## config.mk

```make
export PLATFORM = sky130hd
export DESIGN_NAME = wb_burst_reader
export DESIGN_NICKNAME = d
export VERILOG_FILES = /design/src/rtl/wb_pkg.sv /design/src/rtl/wb_burst_reader_sync_fifo.sv /design/src/rtl/wb_burst_reader.sv
export SDC_FILE = /design/constraint.sdc
export NUM_CORES = 1
export LEC_CHECK = 0
export ABC_AREA = 1
export CAP_MARGIN = 20
export CORE_UTILIZATION = 59
export CTS_CLUSTER_DIAMETER = 50
export DETAILED_ROUTE_END_ITERATION = 10
export GPL_TIMING_DRIVEN = 0
export PLACE_DENSITY = 0.8
export SYNTH_ARGS = -nofsm -noshare
export SYNTH_HDL_FRONTEND = slang
export SYNTH_SLANG_ARGS = --single-unit
```

## constraint.sdc

```tcl
create_clock -name wb_clk -period 4.3 [get_ports wb_clk]
set_clock_uncertainty 0.05 [all_clocks]
set_input_delay 0.645 -clock wb_clk [delete_from_list [all_inputs] [get_ports wb_clk]]
set_output_delay 0.645 -clock wb_clk [all_outputs]
set_load 0.02 [all_outputs]
```

## src/rtl/wb_pkg.sv

```systemverilog
// Shared definitions for the Wishbone burst reader.
//   CTI_*       : Wishbone B3 cycle type identifiers
//   BTE_LINEAR  : burst type extension for linear bursts
//   state_t     : burst reader FSM state encoding
//   fifo_cnt_w  : width of a FIFO occupancy counter that can hold 0..depth
package wb_pkg;

  localparam logic [2:0] CTI_CLASSIC = 3'b000;
  localparam logic [2:0] CTI_INCR    = 3'b010;
  localparam logic [2:0] CTI_EOB     = 3'b111;

  localparam logic [1:0] BTE_LINEAR  = 2'b00;

  typedef enum logic [1:0] {
    ST_IDLE  = 2'd0,
    ST_ISSUE = 2'd1,
    ST_BURST = 2'd2
  } state_t;

  // Pointer width plus one extra bit so the counter can represent "full".
  function automatic int fifo_cnt_w(input int depth);
    return ((depth > 1) ? $clog2(depth) : 1) + 1;
  endfunction

endpackage

```

## src/rtl/wb_burst_reader_sync_fifo.sv

```systemverilog
// Single-clock show-ahead FIFO.
//   clk, rst_n : clock, asynchronous active-low reset (empties the FIFO)
//   push/wdata : write one entry (ignored when full)
//   pop        : discard the head entry (ignored when empty)
//   rdata      : head entry, valid whenever valid=1
//   valid      : FIFO non-empty
//   count      : current number of stored entries (0..depth)
module sync_fifo
  import wb_pkg::*;
#(
  parameter int width = 33,
  parameter int depth = 16
) (
  input  logic                          clk,
  input  logic                          rst_n,
  input  logic                          push,
  input  logic [width-1:0]              wdata,
  input  logic                          pop,
  output logic [width-1:0]              rdata,
  output logic                          valid,
  output logic [fifo_cnt_w(depth)-1:0]  count
);

  localparam int CW = fifo_cnt_w(depth);
  localparam int PW = CW - 1;

  logic [width-1:0] mem [depth];
  logic [PW-1:0]    wr_ptr;
  logic [PW-1:0]    rd_ptr;
  logic [CW-1:0]    cnt_q;
  logic             do_push;
  logic             do_pop;

  assign do_push = push && (cnt_q != CW'(depth));
  assign do_pop  = pop && (cnt_q != '0);

  always_ff @(posedge clk or negedge rst_n) begin
    if (!rst_n) begin
      wr_ptr <= '0;
      rd_ptr <= '0;
      cnt_q  <= '0;
    end else begin
      if (do_push) begin
        wr_ptr <= (wr_ptr == PW'(depth - 1)) ? '0 : wr_ptr + PW'(1);
      end
      if (do_pop) begin
        rd_ptr <= (rd_ptr == PW'(depth - 1)) ? '0 : rd_ptr + PW'(1);
      end
      case ({do_push, do_pop})
        2'b10:   cnt_q <= cnt_q + CW'(1);
        2'b01:   cnt_q <= cnt_q - CW'(1);
        default: cnt_q <= cnt_q;
      endcase
    end
  end

  // Storage carries no reset; only the pointers define what is valid.
  always_ff @(posedge clk) begin
    if (do_push) begin
      mem[wr_ptr] <= wdata;
    end
  end

  assign rdata = mem[rd_ptr];
  assign valid = (cnt_q != '0);
  assign count = cnt_q;

endmodule

```

## src/rtl/wb_burst_reader.sv

```systemverilog
// Wishbone B3 read initiator: turns a (start address, word count) command
// into linear incrementing read bursts and streams the words out of a FIFO.
//   wb_clk, wb_rst_n        : clock, asynchronous active-low reset
//   cmd_valid/ready/adr/len : command handshake; start byte address, word count
//   done, done_err          : one-cycle completion pulse, error qualifier
//   rd_data/last/valid/ready: read stream (FIFO head), last word of command
//   wb_*                    : Wishbone master read port (all outputs registered)
//
// state    | meaning
// ---------+---------------------------------------------------------------
// ST_IDLE  | ready for a command; zero-length commands complete here
// ST_ISSUE | sizing the next burst, waiting for enough FIFO space
// ST_BURST | cyc/stb asserted, collecting acked beats
module wb_burst_reader
  import wb_pkg::*;
#(
  parameter int adr_width  = 32,
  parameter int len_width  = 16,
  parameter int max_burst  = 8,
  parameter int fifo_depth = 16
) (
  input  logic                 wb_clk,
  input  logic                 wb_rst_n,
  input  logic                 cmd_valid,
  output logic                 cmd_ready,
  input  logic [adr_width-1:0] cmd_adr,
  input  logic [len_width-1:0] cmd_len,
  output logic                 done,
  output logic                 done_err,
  output logic [31:0]          rd_data,
  output logic                 rd_last,
  output logic                 rd_valid,
  input  logic                 rd_ready,
  output logic [adr_width-1:0] wb_adr_o,
  output logic                 wb_cyc_o,
  output logic                 wb_stb_o,
  output logic                 wb_we_o,
  output logic [3:0]           wb_sel_o,
  output logic [2:0]           wb_cti_o,
  output logic [1:0]           wb_bte_o,
  input  logic [31:0]          wb_dat_i,
  input  logic                 wb_ack_i,
  input  logic                 wb_err_i
);

  localparam int CW = fifo_cnt_w(fifo_depth);
  localparam logic [adr_width-1:0] ADR_MASK = {{(adr_width-2){1'b1}}, 2'b00};

  state_t               state_q, state_d;
  logic [adr_width-1:0] adr_q, adr_d;
  logic [len_width-1:0] rem_q, rem_d;
  logic [CW-1:0]        beats_q, beats_d;
  logic                 cyc_q, cyc_d;
  logic [2:0]           cti_q, cti_d;
  logic                 done_q, done_d;
  logic                 done_err_q, done_err_d;

  logic                 fifo_push;
  logic [32:0]          fifo_wdata;
  logic [32:0]          fifo_head;
  logic                 fifo_pop;
  logic [CW-1:0]        fifo_count;
  logic [CW-1:0]        free_after;
  logic [CW-1:0]        beats_calc;

  assign fifo_pop = rd_valid && rd_ready;

  // Space that will exist once this cycle's pop has happened. No push can
  // occur outside BURST, so this is exact while in ISSUE.
  assign free_after = CW'(fifo_depth) - fifo_count + CW'(fifo_pop);

  assign beats_calc = (rem_q < len_width'(max_burst)) ? CW'(rem_q) : CW'(max_burst);

  // A word is the last of its command only if it is the very final beat;
  // an error abort never reaches that beat, so no rd_last is produced.
  assign fifo_wdata = {(rem_q == len_width'(1)), wb_dat_i};

  always_comb begin
    state_d    = state_q;
    adr_d      = adr_q;
    rem_d      = rem_q;
    beats_d    = beats_q;
    cyc_d      = cyc_q;
    cti_d      = cti_q;
    done_d     = 1'b0;
    done_err_d = 1'b0;
    fifo_push  = 1'b0;

    case (state_q)
      ST_IDLE: begin
        if (cmd_valid) begin
          adr_d = cmd_adr & ADR_MASK;
          rem_d = cmd_len;
          if (cmd_len == '0) begin
            done_d = 1'b1;
          end else begin
            state_d = ST_ISSUE;
          end
        end
      end

      ST_ISSUE: begin
        if (free_after >= beats_calc) begin
          beats_d = beats_calc;
          cyc_d   = 1'b1;
          cti_d   = (beats_calc == CW'(1)) ? CTI_CLASSIC : CTI_INCR;
          state_d = ST_BURST;
        end
      end

      ST_BURST: begin
        if (wb_err_i) begin
          cyc_d      = 1'b0;
          cti_d      = CTI_CLASSIC;
          rem_d      = '0;
          beats_d    = '0;
          done_d     = 1'b1;
          done_err_d = 1'b1;
          state_d    = ST_IDLE;
        end else if (wb_ack_i) begin
          fifo_push = 1'b1;
          adr_d     = adr_q + adr_width'(4);
          beats_d   = beats_q - CW'(1);
          rem_d     = rem_q - len_width'(1);
          if (beats_q == CW'(1)) begin
            cyc_d = 1'b0;
            cti_d = CTI_CLASSIC;
            if (rem_q == len_width'(1)) begin
              done_d  = 1'b1;
              state_d = ST_IDLE;
            end else begin
              state_d = ST_ISSUE;
            end
          end else if (beats_q == CW'(2)) begin
            // Next beat presented is the final one of this burst.
            cti_d = CTI_EOB;
          end
        end
      end

      default: begin
        state_d = ST_IDLE;
      end
    endcase
  end

  always_ff @(posedge wb_clk or negedge wb_rst_n) begin
    if (!wb_rst_n) begin
      state_q    <= ST_IDLE;
      adr_q      <= '0;
      rem_q      <= '0;
      beats_q    <= '0;
      cyc_q      <= 1'b0;
      cti_q      <= CTI_CLASSIC;
      done_q     <= 1'b0;
      done_err_q <= 1'b0;
    end else begin
      state_q    <= state_d;
      adr_q      <= adr_d;
      rem_q      <= rem_d;
      beats_q    <= beats_d;
      cyc_q      <= cyc_d;
      cti_q      <= cti_d;
      done_q     <= done_d;
      done_err_q <= done_err_d;
    end
  end

  sync_fifo #(
    .width (33),
    .depth (fifo_depth)
  ) u_fifo (
    .clk   (wb_clk),
    .rst_n (wb_rst_n),
    .push  (fifo_push),
    .wdata (fifo_wdata),
    .pop   (fifo_pop),
    .rdata (fifo_head),
    .valid (rd_valid),
    .count (fifo_count)
  );

  assign cmd_ready = (state_q == ST_IDLE);
  assign done      = done_q;
  assign done_err  = done_err_q;
  assign rd_data   = fifo_head[31:0];
  assign rd_last   = fifo_head[32];

  assign wb_adr_o  = adr_q;
  assign wb_cyc_o  = cyc_q;
  assign wb_stb_o  = cyc_q;
  assign wb_we_o   = 1'b0;
  assign wb_sel_o  = 4'hF;
  assign wb_cti_o  = cti_q;
  assign wb_bte_o  = BTE_LINEAR;

endmodule
```

Word-level counts from Yosys, hierarchy flattened --
Memory sizes are Yosys's and may differ from the RTL's. Cells that the tools add are included.
Storage, ports and cells: memories 1, bits in registers 74, logic and storage cells 107, memory bits (writable) 528, bits of input ports 86
Operators by class: magnitude comparators 2, $add $sub $neg 9, reduce and logical (&&, ||, !) cells 15, equal/unequal tests 19, multiplexer cells 50
Memory list:
- u_fifo.mem | depth 16, width 33, read ports 1, clocked after Yosys merged registers in 0, wr ports 1, RTL line wb_burst_reader_sync_fifo.sv:27 | logic [width-1:0] mem [depth];
Operators with widths (number):
- 32-bit 2-to-1 mux | 3
- 32-bit case mux with 2 select lines | 1
- 16-bit 2-to-1 mux | 3
- 32-bit by 3-bit adder with 32-bit output (second input constant) | 1
- 16-bit case mux with 2 select lines | 1
- 5-bit 2-to-1 mux | 4
- 5-bit case mux with 2 select lines | 2
- 1-bit 2-to-1 mux | 18
- 16-bit by 1-bit == test with 1-bit output (second input constant) | 1
- 16-bit zero test | 1
- 16-bit by 4-bit less-than comparator with 1-bit output (second input constant) | 1
- 16-bit by 1-bit subtractor with 16-bit output (second input constant) | 1
- 3-bit 2-to-1 mux | 5
- 2-bit 2-to-1 mux | 7
- 4-bit AND reduction | 3
- 5-bit by 1-bit == test with 1-bit output (second input constant) | 2
- 2-bit inequality test (second input constant) | 5
- 5-bit by 1-bit subtractor with 5-bit output (second input constant) | 2
- 4-bit by 1-bit adder with 4-bit output (second input constant) | 2
- 4-bit == test (second input constant) | 2
- 4-bit 2-to-1 mux | 2
- 3-bit inequality test (second input constant) | 2
- 2-bit case mux with 3 select lines | 1
- 3-bit case mux with 2 select lines | 1
- other kinds (16) | 24

Longest topological paths before layout --
Gate-level depths: netlist of the first run.
depth in word-level cells 6, mapped depth 17, mapped depth without buffers 17

Hierarchy --
From an unflattened synthesis of the first run, not the netlist that was laid out.
Second synthesis, totals: cell total of the unflattened synthesis 2492, area, all modules 26325.2 um2
Modules (own cells, without submodules):
- sync_fifo | area each 21664.5 um2, cells an instance 1738, instances 1
- wb_burst_reader | area each 4660.7 um2, cells an instance 754, instances 1

Worst setup path after synthesis of the first run --
OpenSTA, ideal clock, no wires.
path type reg-to-reg, start point register state_q[0], end point memory u_fifo.mem[11][0] (enable), library setup time 0.423 ns, data arrival time 2.752 ns, period minus slack after synthesis 3.225 ns, path slack 1.075 ns, stages on the path, launching flop included 9, cells stage by stage dfrtp_1 inv_1 ha_1 nand2_2 inv_2 nand3_1 nor2_1 inv_1 nor2_1
On the way: longest elaborated chain between the ends 5
RTL lines:
- start: declaration | RTL line wb_burst_reader.sv:49 | state_t state_q, state_d;
- start signal: assignment | RTL line wb_burst_reader.sv:158 | state_q <= state_d;
- 2-bit == test | RTL line wb_burst_reader.sv:89 | case (state_q)
- 1-bit 2-to-1 mux | RTL line wb_burst_reader.sv:89
- 1-bit logical AND | RTL line wb_burst_reader_sync_fifo.sv:34 | assign do_push = push && (cnt_q != CW'(depth));
- 1-bit 2-to-1 mux | RTL line wb_burst_reader_sync_fifo.sv:59 | if (do_push) begin
- 1-bit 2-to-1 mux (implied by the code) | RTL line wb_burst_reader_sync_fifo.sv:60 | mem[wr_ptr] <= wdata;
- end: declaration | RTL line wb_burst_reader_sync_fifo.sv:27
Every way passes these cells.

Final worst setup path of the first run --
start point register u_fifo.rd_ptr[0], end point output port rd_data[1]
On the way: longest elaborated chain between the ends 1
RTL lines:
- start: declaration | RTL line wb_burst_reader_sync_fifo.sv:29 | logic [PW-1:0] rd_ptr;
- start signal: assignment | RTL line wb_burst_reader_sync_fifo.sv:47 | rd_ptr <= (rd_ptr == PW'(depth - 1)) ? '0 : rd_ptr + PW'(1);
- memory read 16 x 33 bit
- end: declaration | RTL line wb_burst_reader.sv:30 | output logic [31:0] rd_data,
Every way passes these cells.

==> flow_summary_export.csv, run 1 <==
group,metric,value,unit
synth,ys_seq_elements,599,
synth,async_reset_ff_frac,0.119,
clocking,cts_buffers,61,
worst_setup_path,crit_start,"u_fifo.rd_ptr[0]",
timing,worst_slack,27.9,ps
power,p_leak,11.2,nW
place,place_hpwl,49.4,mm
flow_run,max-cap-violations,0,
die,die_x,212,um
worst_setup_path,arrival,3580,ps
global_routing,antenna_found_initial,1,
worst_setup_path,r2r_start,"state_q[0]",
drt,wl,75.8,mm
worst_setup_path,worstPathMaxFanout,10,
global_routing,grt_pass1_vias,19500,
timing,worst_pin_slew,1010,ps
drt,num_vias,20000,
timing,finalSetupTns,0,ps
synth,synth_cell_types,37,
worst_setup_path,cp-end-kind,"output port",
worst_setup_path,worstSetupPathType,"flip-flop to output port",
drt,drtIter0Drc,3132,
timing,fmax,234,MHz
place,post_dp_cell_area,28800,um^2
drt,viasPerCell,6.15,
global_routing,grtUsageTotal,0.341,
die,core-area,43200,um^2
clocking,clk_pin_slew_worst_paths,60,ps
finish,fillers,2913,
synth,synth_warnings,0,
worst_hold_path,worstHoldPathType,"primary input to asynchronous set/reset pin",
synth,synth_edf_count,528,
drt,drc_errors,0,
die,placementRows,76,
synth,ys_top_cells_by_area,"edfxtp_1 61%, nand2_1 8.2%, dfrtp_1 6.9%, nor2_1 3.9%, nand3_1 3.7%",
global_routing,grt_overflow,0,
timing,finalMaxSlewViolations,0,
clocking,cts_tree,"yes",
finish,synthToLayoutAreaGrowth,18.4,%
finish,stdcell_count,3259,
place,placedCellCount,3139,
clocking,cts.sinks,599,
clocking,root_buffer,"clkbuf_16",
outcome,outcome,"completed",
global_routing,grt_max_degree,61,
place,preCtsSetupSlack,611,ps
synth,synth_ff_type,"edfxtp_1",
synth,avgSynthCellArea,10.9,um^2
synth,yosys-top-cells-count,"566 x nand2_1, 528 x edfxtp_1, 269 x nor2_1, 189 x nand3_1, 186 x o21ai_0",
timing,slew_headroom,0.325,
synth,yosysTopAreaCellShare,0.612,
synth,synthCells,2374,
synth,synth_largest_area_cell,"edfxtp_1",
drt,wire_per_inst,23.3,um
drt,dr.pass1.iters,6,
timing,finalSetupViolations,0,
finish,post-route-util,0.711,
global_routing,grt_pass1_wl,112,mm
power,ir_drop,0.489,mV
synth,synth_area,25900,um^2
drt,ant_nets,0,
clocking,clk_path_buf_depth,3,
finish,final_nets,2732,
clocking,h-tree-depth,2,
timing,finalCritPeriodShare,0.994,
timing,grt_setup_unrepaired,"false",
finish,drive_gt1_frac,0.0812,
power,powerDensity,693,nW/um^2
finish,final_cell_area,30700,um^2
die,start_util,0.600,
timing,hold_viol,0,
worst_setup_path,required,3610,ps
die,io_pins,167,
place,routabilityCongestion,0.937,
clocking,clkLatencyLatePin,650,ps
timing,post-route-min-period,4270,ps
die,die_h,212,um
synth,yosysMostFrequentCell,"nand2_1",
worst_setup_path,setup.worst_path.start_class,"flip-flop",
die,die-area,44800,um^2
place,numPortBuffers,155,
synth,synth-seq-area-share,0.681,
-- kinds of logic after synthesis --
family / share of synthesized area
and+or+nand+nor: 0.178
DFF: 0.681
AOI/OAI and AO/OA: 0.0786
buffers and inverters: 0.0455
adders and majority gates: 0.0138
xor gates and xnor gates: 0.00304
other: 0.000290
-- sequential cells by signal, summed over array words and instances (netlist names) --
name / flops
rem_q: 16
state_q: 2
u_fifo.wr_ptr: 4
done_err: 1
u_fifo.rd_ptr: 4
wb_adr_o: 30
beats_q: 5
u_fifo.mem: 528
u_fifo.count: 5
wb_cyc_o: 1
wb_cti_o: 2
done: 1
-- final timing paths --
path,to,slack (ps),cells after the start
worst max-delay path,rd_data[1],30,8
worst min-delay path,u_fifo.wr_ptr[1],340,2
worst max register to register,u_fifo.mem[13][24],980,9
worst min register to register,rem_q[15],460,2
max in group asynchronous,wb_adr_o[25],3270,3
min in group wb_clk,rem_q[15],460,2
-- placed cells by master, fill, tap and decap left out, types with 3 or more instances in the layout --
cell type / instances
buf_16: 10
clkbuf_16: 61
a21oi_1: 87
edfxtp_1: 528
o21ai_0: 186
conb_1: 10
nor2_1: 253
clkinv_1: 18
inv_2: 7
buf_2: 40
inv_1: 121
o22ai_1: 15
xnor2_1: 3
buf_12: 7
clkdlybuf4s50_1: 154
dfrtp_1: 71
nand2_1: 566
buf_1: 5
nand2_2: 3
nor2_4: 19
inv_6: 4
xor2_1: 6
ha_1: 27
buf_6: 4
buf_4: 33
o211ai_1: 56
clkinv_2: 9
a22oi_1: 6
nor2_2: 4
nor3_1: 5
clkinv_4: 4
nand3_1: 189
o21ai_1: 7
nand4_1: 66
inv_16: 3
clkbuf_1: 64
diode_2: 3
-- metrics by stage --
step	power, mW	hold WS, ps
after CTS	21.0	328
after detailed placement	15.9	440
after floorplan	12.3	299
final	21.3	344
after global placement	15.6	438
after global routing	22.1	357
-- final cells by class --
type                    count  area (um^2)  area share
well taps                 585          732      0.0239
clock buffers              77         1600      0.0520
multi-input cells        1522         7250       0.236
repair buffers            173         1970      0.0644
flip-flops and latches    599        17600       0.575
plain buffers             131          693      0.0226
clock inverters            39          307     0.00999
inverters                 130          488      0.0159
diodes                      3         7.51    0.000245
-- report_power, final --
group | internal [mW] | leakage, nW | switching [mW]
clock | 2.78 | 0.935 | 2.32
sequential | 6.73 | 5.59 | 0.460
combinational | 2.85 | 4.64 | 6.12
-- critical path: stages (launching register included) --
cell and delay, ps:
dfrtp_1 470, inv_2 260, buf_4 270, clkbuf_1 620, nand2_1 120, nand3_1 130, nand4_1 200, nand2_1 210
clkdlybuf4s50_1 630
-- per-layer routing --
metal	up-vias	GRT usage	share of wire
met5	-	0.0100	0.00080
met4	2	0.152	0.043
met3	290	0.0785	0.13
met2	1519	0.534	0.46
met1	9435	0.459	0.37
li1	8791	-	-
-- repair_timing --
item / 4_1_cts / 5_1_grt
setup endpoints to repair: 0 / 1
gates resized for setup: 0 / 2
endpoints found under the hold margin: 11 / 0
hold buffers: 1 / 0
buffers inserted: 0 / 0
No activity file was read; power rests on OpenSTA's default activity.
==> inputs of run 2 (changes only) <==
- CELL_PAD_IN_SITES_DETAIL_PLACEMENT: default -> 0
- CELL_PAD_IN_SITES_GLOBAL_PLACEMENT: default -> 1
- CORE_UTILIZATION: 59 -> 51
- CTS_BUF_LIST: default -> sky130_fd_sc_hd__clkbuf_16
- PLACE_DENSITY: 0.8 -> default
- PLACE_DENSITY_LB_ADDON: default -> 0.1
- clock period: 4.3 -> 5.4 ns (I/O delays scaled with it)
==> flow_summary_export.csv, run 2 (same netlist as run 1, synthesis figures left out) <==
group,metric,value,unit
clocking,ctsResizeCount,0,
drt,drtIter0Drc,1958,
timing,finalCritPeriodShare,0.809,
global_routing,grt_pass1_vias,17900,
worst_setup_path,required,4540,ps
power,p_leak,11.3,nW
die,die-area,51700,um^2
finish,synthToLayoutAreaGrowth,19.2,%
global_routing,grtUsageTotal,0.299,
drt,wl,76.4,mm
place,placedCellCount,3226,
worst_setup_path,r2r_start,"state_q[0]",
drt,drc_errors,0,
clocking,cts.sinks,599,
outcome,outcome,"completed",
worst_setup_path,crit_chain,"inv_2 -> buf_4 -> clkbuf_1 -> nand2_1 -> nand3_1 -> nand4_1 -> nand2_1 -> clkdlybuf4s50_1",
finish,stdcell_count,3344,
timing,worst_pin_slew,1020,ps
timing,post-route-min-period,4370,ps
timing,hold_viol,0,
power,ir_drop,0.337,mV
clocking,hold_buffers,0,
die,placementRows,82,
finish,fillers,4023,
finish,largest_reg_flops,528,
clocking,root_buffer,"clkbuf_16",
timing,fmax,229,MHz
clocking,cts_buffers,61,
worst_hold_path,worstHoldPathType,"primary input to asynchronous set/reset pin",
drt,wire_per_inst,22.8,um
worst_setup_path,max_stage_delay,650,ps
power,powerDensity,553,nW/um^2
die,die_x,227,um
global_routing,grt_overflow,0,
finish,final_cell_mix,"566 x nand2_1, 528 x edfxtp_1, 253 x nor2_1",
worst_setup_path,crit_start,"u_fifo.rd_ptr[0]",
timing,grt_setup_unrepaired,"false",
drt,dr.pass1.iters,5,
clocking,post_cts_buffers,0,
worst_setup_path,worstSetupPathType,"flip-flop to output port",
worst_setup_path,arrival,3510,ps
place,numPortBuffers,155,
clocking,h-tree-depth,2,
flow_run,max-cap-violations,0,
worst_setup_path,cpMaxStageDelayCell,"clkbuf_1",
finish,drive_gt1_frac,0.0858,
die,core-area,50200,um^2
finish,top_register,"u_fifo.mem",
timing,slew_headroom,0.321,
place,routabilityCongestion,0.894,
die,io_pins,167,
drt,ant_nets,0,
clocking,clkLatencyLatePin,630,ps
die,start_util,0.516,
global_routing,grt_pass1_wl,111,mm
global_routing,antenna_found_initial,2,
worst_setup_path,cp-end-kind,"output port",
finish,post-route-util,0.616,
clocking,clk_pin_slew_worst_paths,60,ps
worst_setup_path,cp_common_cell,"nand2_1",
clocking,clk_path_buf_depth,3,
worst_setup_path,worstPathMaxFanout,10,
clocking,cts_tree,"yes",
drt,num_vias,19100,
place,place_hpwl,51.6,mm
drt,viasPerCell,5.71,
worst_setup_path,setup.worst_path.start_class,"flip-flop",
finish,final_nets,2731,
finish,final_common_cell,"nand2_1",
global_routing,grt_max_degree,45,
timing,finalMaxSlewViolations,0,
timing,finalSetupViolations,0,
die,die_h,227,um
run 2: layout make-up:
cell class                      count  area, um^2  area share
Multi-Input combinational cell   1522        7250       0.235
Buffer                            131         692      0.0224
Tap cell                          672         841      0.0272
Clock buffer                       62        1550      0.0502
Timing Repair Buffer              172        1930      0.0626
Sequential cell                   599       17600       0.571
Clock inverter                     54         500      0.0162
Inverter                          130         488      0.0158
Antenna cell                        2        5.00    0.000162
run 2: worst max-delay path, delay by kind of cell (launching register included):
kind / cells / cell delay (ps)
buffers and inverters: 4 / 1770
AND/OR/NAND/NOR: 4 / 680
flip-flops: 1 / 430
run 2: per-stage QoR:
step	hold WS [ps]	TNS, ps	instance area (um^2)	power, mW	setup slack, ps
global placement	437	-237090	28300	12.7	-838
global route	68.9	0	30900	17.9	942
CTS	45.5	0	30900	17.1	1030
detailed placement	448	0	28800	12.8	1390
floorplan	412	0	25900	9.76	2050
finish	60.2	0	30900	17.1	1030
run 2: report_power, final:
group          switching [mW]  internal, mW
combinational            4.79          2.27
clock                    1.86          2.45
sequential              0.365          5.36
run 2: path summary, 6_finish.rpt:
path / slack (ps) / cells after the start / endpoint
max: 1030 / 8 / rd_data[24]
min: 60 / 1 / wb_cyc_o
max reg2reg: 1990 / 9 / u_fifo.mem[5][13]
min reg2reg: 460 / 2 / wb_cti_o[1]
max in group asynchronous: 4640 / 2 / u_fifo.rd_ptr[0]
min in group wb_clk: 460 / 2 / wb_cti_o[1]
run 2: per-layer routing:
metal | share of wire | up-vias | wire, um | global-route usage
met3 | 0.093 | 160 | 7080 | 0.0656
met1 | 0.40 | 9310 | 30700 | 0.399
met5 | 0 | - | 0 | 0
met4 | 0.031 | 0 | 2330 | 0.102
met2 | 0.48 | 856 | 36300 | 0.484
li1 | - | 8781 | - | -
==> inputs of run 3 (changes only) <==
- CORE_UTILIZATION: 51 -> 48
- clock period: 5.4 -> 4.2 ns (I/O delays scaled with it)
==> flow_summary_export.csv, run 3 (same netlist as run 1, synthesis figures left out) <==
group,metric,value,unit
clocking,cts_buffers,68,
worst_setup_path,r2r-end,"u_fifo.mem[5][22]",
global_routing,grt_overflow,0,
die,core-area,53000,um^2
global_routing,grt_pass1_vias,18700,
power,power_frac_clock,0.263,
place,place_hpwl,51.7,mm
place,numPortBuffers,155,
place,preCtsSetupSlack,498,ps
global_routing,grt_pass1_wl,115,mm
power,powerDensity,718,nW/um^2
timing,worst_pin_slew,1020,ps
die,io_pins,167,
finish,top_register,"u_fifo.mem",
timing,hold_viol,0,
drt,dr.pass1.iters,5,
flow_run,max-cap-violations,0,
die,die-area,54900,um^2
drt,num_vias,18900,
worst_setup_path,cp_common_cell,"nand2_1",
worst_setup_path,required,3520,ps
global_routing,grt_max_degree,57,
worst_setup_path,worstSetupPathType,"flip-flop to output port",
finish,post-route-util,0.586,
finish,regArea,17600,um^2
clocking,cts_tree,"yes",
drt,ant_nets,0,
die,die_x,234,um
worst_setup_path,r2r_start,"state_q[0]",
power,pwr-share-comb,0.407,
clocking,clk_path_buf_depth,3,
global_routing,grtUsageTotal,0.287,
outcome,outcome,"completed",
finish,largest_reg_flops,528,
place,routabilityCongestion,0.856,
power,p_sw,9.01,mW
worst_setup_path,rr_worst_depth,9,
timing,worst_slack,18.3,ps
worst_setup_path,worstPathMaxFanout,10,
finish,drive_gt1_frac,0.0852,
timing,fmax,239,MHz
global_routing,antenna_found_initial,3,
worst_setup_path,setup.worst_path.start_class,"flip-flop",
timing,finalSetupViolations,0,
power,p_sw_frac,0.405,
clocking,root_buffer,"clkbuf_16",
die,start_util,0.489,
worst_setup_path,crit_end,"rd_last",
worst_hold_path,worstHoldPathType,"primary input to asynchronous set/reset pin",
worst_setup_path,cpMaxStageDelayCell,"clkbuf_1",
power,p_leak,11.3,nW
finish,stdcell_count,3364,
drt,wire_per_inst,22.9,um
drt,drc_errors,0,
worst_setup_path,max_stage_delay,760,ps
timing,finalSetupTns,0,ps
power,intPower,13.3,mW
worst_setup_path,cp-end-kind,"output port",
timing,finalMaxSlewViolations,0,
finish,fillers,4476,
timing,finalCritPeriodShare,0.996,
finish,final_cell_mix,"566 x nand2_1, 528 x edfxtp_1, 253 x nor2_1",
worst_setup_path,path_buf_inv,4,
place,post_dp_cell_area,28800,um^2
clocking,h-tree-depth,3,
finish,final_common_cell,"nand2_1",
die,placementRows,84,
worst_setup_path,worst-path-stages,8,
worst_setup_path,rrSetupSlack,870,ps
finish,synthToLayoutAreaGrowth,19.7,%
timing,slew_headroom,0.323,
drt,drtIter0Drc,1509,
finish,multiInputGateArea,7250,um^2
worst_setup_path,crit_chain,"inv_2 -> buf_4 -> clkbuf_1 -> nand2_1 -> nand3_1 -> nand4_1 -> nand2_1 -> clkdlybuf4s50_1",
clocking,clkLatencyLatePin,600,ps
worst_setup_path,crit_start,"u_fifo.rd_ptr[0]",
worst_setup_path,cp_top_family,"buffers and inverters",
power,power.total,22.3,mW
power,ir_drop,0.393,mV
clocking,clk_pin_slew_worst_paths,60,ps
finish,final_nets,2739,
die,die_h,234,um
place,placedCellCount,3242,
worst_setup_path,arrival,3500,ps
clocking,cts.sinks,599,
drt,wl,76.9,mm
timing,holdWs,418,ps
timing,grt_setup_unrepaired,"false",
drt,viasPerCell,5.61,
finish,final_cell_area,31000,um^2
timing,post-route-min-period,4180,ps
power,pwr-share-seq,0.330,
==> run 3: worst min-delay path by stage <==
stage,start,end,slack (ps),depth (start not counted)
4_1_cts,wb_rst_n,wb_adr_o[28],390,2
3_3_place_gp,wb_cti_o[1],wb_cti_o[1],440,2
2_1_floorplan,wb_rst_n,beats_q[0],280,0
3_5_place_dp,wb_cti_o[1],wb_cti_o[1],440,2
5_1_grt,wb_rst_n,wb_adr_o[28],440,2
6_report,wb_rst_n,wb_adr_o[16],420,2
==> run 3: final cells by class <==
cell class	count	area share
antenna	1	0.0000807
buffer	131	0.0223
clock buffer	71	0.0573
clock inverter	49	0.0132
inverter	130	0.0157
multi-input combinational	1522	0.234
sequential	599	0.568
tap	688	0.0277
timing repair buffer	173	0.0617
==> run 3: power by group through the flow <==
stage / clock network [mW] / registers [mW] / logic (mW)
floorplan: 0 / 7.52 / 5.03
global placement: 0 / 7.44 / 8.82
detailed placement: 0 / 7.44 / 9.01
CTS: 5.92 / 7.33 / 9.04
global route: 6.14 / 7.39 / 9.90
finish: 5.86 / 7.34 / 9.06
==> run 3: routing by layer <==
metal  vias to the layer above  routed length [um]  global-route usage
met5                         -                  39                   0
met4                         6                2890               0.122
met2                       828               36600               0.470
met3                       185                6030              0.0490
met1                      9048               31400               0.376
li1                       8805                   -                   -
==> run 3: repair_timing <==
action | 4_1_cts | 5_1_grt
setup buffers | 0 | 0
hold buffers | 1 | 0
gates resized for setup | 0 | 0
endpoints found under the hold margin | 15 | 0
==> run 3: worst reg2reg max path: stages, from the launching register on <==
cell	delay, ps
dfrtp_1	430
inv_1	100
ha_1	270
nand2_2	220
inv_2	230
nand3_1	280
inv_2	210
nand2_1	250
nor2_4	650
buf_12	280
